<file path="config.mk">
export PLATFORM = sky130hd
export DESIGN_NAME = pixel_coord_gen
export DESIGN_NICKNAME = d
export VERILOG_FILES = /design/src/rtl/pixel_coord_gen.sv
export SDC_FILE = /design/constraint.sdc
export NUM_CORES = 1
export LEC_CHECK = 0
export BUFFER_PORTS_ARGS = -buffer_cell sky130_fd_sc_hd__buf_2
export CAP_MARGIN = 20
export CORE_ASPECT_RATIO = 1.5
export CORE_UTILIZATION = 24
export CTS_BUF_LIST = sky130_fd_sc_hd__clkbuf_8 sky130_fd_sc_hd__clkbuf_16
export CTS_CLUSTER_SIZE = 12
export DETAILED_ROUTE_END_ITERATION = 7
export PLACE_DENSITY_LB_ADDON = 0.2
export SLEW_MARGIN = 20
export SYNTH_ARGS = -nofsm -noshare
export SYNTH_HDL_FRONTEND = slang
export SYNTH_SLANG_ARGS = --single-unit
</file>
<file path="constraint.sdc">
create_clock -name sysclk -period 9 [get_ports sysclk]
set_input_delay 0.45 -clock sysclk [delete_from_list [all_inputs] [get_ports sysclk]]
set_output_delay 0.45 -clock sysclk [all_outputs]
set_load 0.005 [all_outputs]
</file>
<file path="src/rtl/pixel_coord_gen.sv">
// Walks a raster of H_RES x V_RES pixels, handing each pixel's complex coordinate to the
// depth engine and waiting for its result before moving on.
module pixel_coord_gen #(
    parameter int unsigned WORD_LENGTH = 32,
    parameter int unsigned FRAC        = 28,
    parameter int unsigned H_RES       = 640,
    parameter int unsigned V_RES       = 480
) (
    input  logic                          sysclk,
    input  logic                          reset,
    input  logic                          frame_start,
    input  logic                          abort,
    input  logic signed [WORD_LENGTH-1:0] re_origin,
    input  logic signed [WORD_LENGTH-1:0] im_origin,
    input  logic signed [WORD_LENGTH-1:0] step,
    input  logic                          engine_written,
    output logic signed [WORD_LENGTH-1:0] re_c,
    output logic signed [WORD_LENGTH-1:0] im_c,
    output logic                          start,
    output logic [9:0]                    x,
    output logic [9:0]                    y,
    output logic                          busy,
    output logic                          frame_done
);

    if (FRAC >= WORD_LENGTH) begin : g_bad_frac
        $error("FRAC must be smaller than WORD_LENGTH");
    end

    localparam logic [9:0] XLast = 10'(H_RES - 1);
    localparam logic [9:0] YLast = 10'(V_RES - 1);

    typedef enum logic [2:0] {StIdle, StLoad, StIssue, StWait, StAdvance} state_e;

    state_e                        state_q;
    logic signed [WORD_LENGTH-1:0] re_org_q, step_q, re_q, im_q;
    logic [9:0]                    x_q, y_q;
    logic                          start_q, busy_q, done_q;

    always_ff @(posedge sysclk) begin
        if (reset) begin
            state_q  <= StIdle;
            re_org_q <= '0;
            step_q   <= '0;
            re_q     <= '0;
            im_q     <= '0;
            x_q      <= '0;
            y_q      <= '0;
            start_q  <= 1'b0;
            busy_q   <= 1'b0;
            done_q   <= 1'b0;
        end else begin
            start_q <= 1'b0;
            done_q  <= 1'b0;
            // abort wins over every other input in every state; coordinates just stay put
            if (abort) begin
                state_q <= StIdle;
                busy_q  <= 1'b0;
            end else begin
                unique case (state_q)
                    StIdle: begin
                        if (frame_start) begin
                            state_q <= StLoad;
                            busy_q  <= 1'b1;
                        end
                    end
                    StLoad: begin
                        re_org_q <= re_origin;
                        step_q   <= step;
                        re_q     <= re_origin;
                        im_q     <= im_origin;
                        x_q      <= '0;
                        y_q      <= '0;
                        start_q  <= 1'b1;
                        state_q  <= StIssue;
                    end
                    StIssue: begin
                        state_q <= StWait;
                    end
                    StWait: begin
                        if (engine_written) begin
                            state_q <= StAdvance;
                        end
                    end
                    StAdvance: begin
                        if (x_q != XLast) begin
                            x_q     <= x_q + 10'd1;
                            re_q    <= re_q + step_q;
                            start_q <= 1'b1;
                            state_q <= StIssue;
                        end else if (y_q != YLast) begin
                            x_q     <= '0;
                            re_q    <= re_org_q;
                            y_q     <= y_q + 10'd1;
                            im_q    <= im_q - step_q;
                            start_q <= 1'b1;
                            state_q <= StIssue;
                        end else begin
                            done_q  <= 1'b1;
                            busy_q  <= 1'b0;
                            state_q <= StIdle;
                        end
                    end
                    default: begin
                        state_q <= StIdle;
                        busy_q  <= 1'b0;
                    end
                endcase
            end
        end
    end

    assign re_c       = re_q;
    assign im_c       = im_q;
    assign x          = x_q;
    assign y          = y_q;
    assign start      = start_q;
    assign busy       = busy_q;
    assign frame_done = done_q;

endmodule
</file>
==> flow_summary.toml <==
[clock_tree]
cts_buffers = 17
postCtsResizedCells = 0
cts-root-buf = "clkbuf_16"
cts_buffer_depth = 2
cts_tree = "yes"
cts_hold_buf = 0
post_cts_buffers = 0
clkTransAtPathRegs_ps = 80
htreeDepth = 4
worstSkewPairLatency_ps = 460
clock_sinks = 154

[synthesis]
synthesis.nets = 1438
synth-seq-cells = 154
synth_cell_types = 72
ys_async_sr_fraction = 0
synth_seq_area_share = 0.324
syn_inst = 1271
synth-edff-count = 0
synth_area_leaders = "dfxtp_1, nand2_1, a21oi_1"
synth_area_sq_um = 9520
ys.flop_type = "dfxtp_1"
ys_warn_count = 0
synth_largest_area_cell = "dfxtp_1"
yosysTopAreaCellShare = 0.324
syn_area_per_cell_sq_um = 7.49

[outcome]
failed_checks = "design-rule violations"
outcome = "finished, violations left"

[place]
pre_cts_slack_ps = 5440
dpl.hpwl_mm = 25.8
dp_cells = 1896
place.gp.congestion = 0.858
dpl-instance-area_sq_um = 10900
io_buffers = 187

[setup_path]
crit_path_cell_trace = "ha_1 -> and3_1 -> nand4_1 -> or4b_1 -> nand2_2 -> o21a_1 -> buf_4 -> nand4_2 -> nor2_1 -> nand3_1 -> xor2_1 -> nor2_1"
worstSetupEndpointType = "register"
cp-start-kind = "register"
worstPathArrival_ps = 3890
crit_fanout = 45
crit_top_cell = "nor2_1"
cp_slowest_cell = "or4b_1"
cpPeakStageDelay_ps = 900
required_ps = 9330
crit_type = "reg -> reg"

[die]
coreArea_sq_um = 39200
initial_core_util = 0.243
dieArea_sq_um = 40500
num_rows = 89
die_w_um = 165
io-pin-count = 188
die-height_um = 246

[global_route]
grtUsageMet1 = 0.199
use_met2 = 0.320
top_usage_layer = "met2"
overflow = 0
grt_use_met3 = 0.0226
grt_start_max_net_pins = 77
antenna_found_initial = 0
grt_pass1_vias = 9310
track_usage = 0.175
grt_pass1_wl_mm = 53.2

[cells_and_area]
final_cell_area_sq_um = 11500
synthToLayoutAreaGrowth_pct = 20.5
diodes = 0
mostFrequentLayoutCell = "nand2_1"
final_cell_mix = "nand2_1, buf_2, a21oi_1, dfxtp_1, nor2_1"
utilization = 0.293
drive_gt1_frac = 0.179
final_nets = 1582
instances_no_fill = 1928

[route]
firstDrtPassIters = 7
drc = 4
drt_wl_total_mm = 35.0
ant_nets = 0
drt_first_iter_violations = 540
routed-via-count = 9508
vias_per_cell = 4.93
wl_per_cell_um = 18.2

[timing]
finalSetupViolCount = 0
maxSlewViolCount = 0
fmax_mhz = 281
min_period_over_period = 0.395
rsz0062_at_grt = "false"
hold_ws_ps = 229
min_period_ps = 3550
layout_setup_ws_ps = 5450
setup_tns_ps = 0
worstMarginPinSlew_ps = 898
hold_viol_final = 0
fin_worst_skew_ps = 13.9
slew_headroom = 0.401

[power]
swShare = 0.305
vdd_ir_drop_max_uv = 115
total_power_mw = 1.75
switchingPower_uw = 533
power_frac_comb = 0.167
leakage_nw = 4.66
internal_power_mw = 1.21
cellPowerDensity_nw_per_um2 = 152
pwr-share-seq = 0.409
clkPwrFrac = 0.423

[hold_path]
hold_class = "in -> reg"

[flow_run]
maxCapViolCount = 0
kinds of logic (layout without fill, tap and decap cells):
logic type	after synthesis	after routing	synth area share
buf+inv	118	275	0.0477
compound gates	387	387	0.259
mux	2	2	0.00210
simple gates	480	480	0.221
fa+ha+maj	66	66	0.0883
xor+xnor	64	64	0.0589
flops	154	154	0.324
path summary, 6_finish.rpt:
path / endpoint / from / slack, ps / depth (start not counted)
max: y[9]$_SDFFE_PP0P_ / x[0]$_SDFFE_PP0P_ / 5450 / 12
min: step_q[6]$_SDFFE_PP0P_ / step[6] / 230 / 3
max reg2reg: y[9]$_SDFFE_PP0P_ / x[0]$_SDFFE_PP0P_ / 5450 / 12
min reg2reg: re_org_q[6]$_SDFFE_PP0P_ / re_org_q[6]$_SDFFE_PP0P_ / 450 / 2
critical path: cells and delay by family (launching register included):
kind	cells	cell delay [ps]
AND/OR/NAND/NOR	8	2090
XOR/XNOR	1	150
AO/OA/AOI/OAI	1	140
flip-flops	1	430
adder cells (fa/ha/maj)	1	210
buffers and inverters	1	400
synth_stat cells (7+ instances only):
master,n
nor2b_1,10
nand4_1,8
o211ai_1,31
a21oi_1,168
ha_1,64
a21o_1,19
a21boi_0,8
buf_1,7
nand2_1,240
o21bai_1,10
a211oi_1,28
inv_1,46
and3_1,9
a31oi_1,8
clkbuf_1,58
nor3_1,36
nor2_1,111
o21ai_0,44
o21a_1,8
xnor2_1,35
a311oi_1,15
nand3_1,26
dfxtp_1,154
xor2_1,29
power groups by stage:
stage	combinational, mW	clock (mW)	sequential [mW]
2_1_floorplan	0.203	0	0.724
3_3_place_gp	0.295	0	0.731
3_5_place_dp	0.294	0	0.731
4_1_cts	0.296	0.760	0.715
5_1_grt	0.327	0.783	0.717
6_report	0.292	0.738	0.714
layer usage:
layer	up-vias	routed length [um]
met2	226	18300
li1	4788	-
met4	0	1240
met3	50	1160
met5	-	0
met1	4444	14300
state kept, by name (all words and copies together) (netlist names):
| name | count |
|---|---|
| state_q | 3 |
| re_c | 32 |
| x | 10 |
| start | 1 |
| step_q | 32 |
| y | 10 |
| frame_done | 1 |
| re_org_q | 32 |
| busy | 1 |
| im_c | 32 |
area by class of cell:
type,count,area (sq um)
Multi-Input combinational cell,999,6010
Clock buffer,17,425
Tap cell,500,626
Timing Repair Buffer,197,1010
Fill cell,4385,27700
Sequential cell,154,3080
Clock inverter,15,149
Inverter,46,173
(Power assumes the default switching activity.)
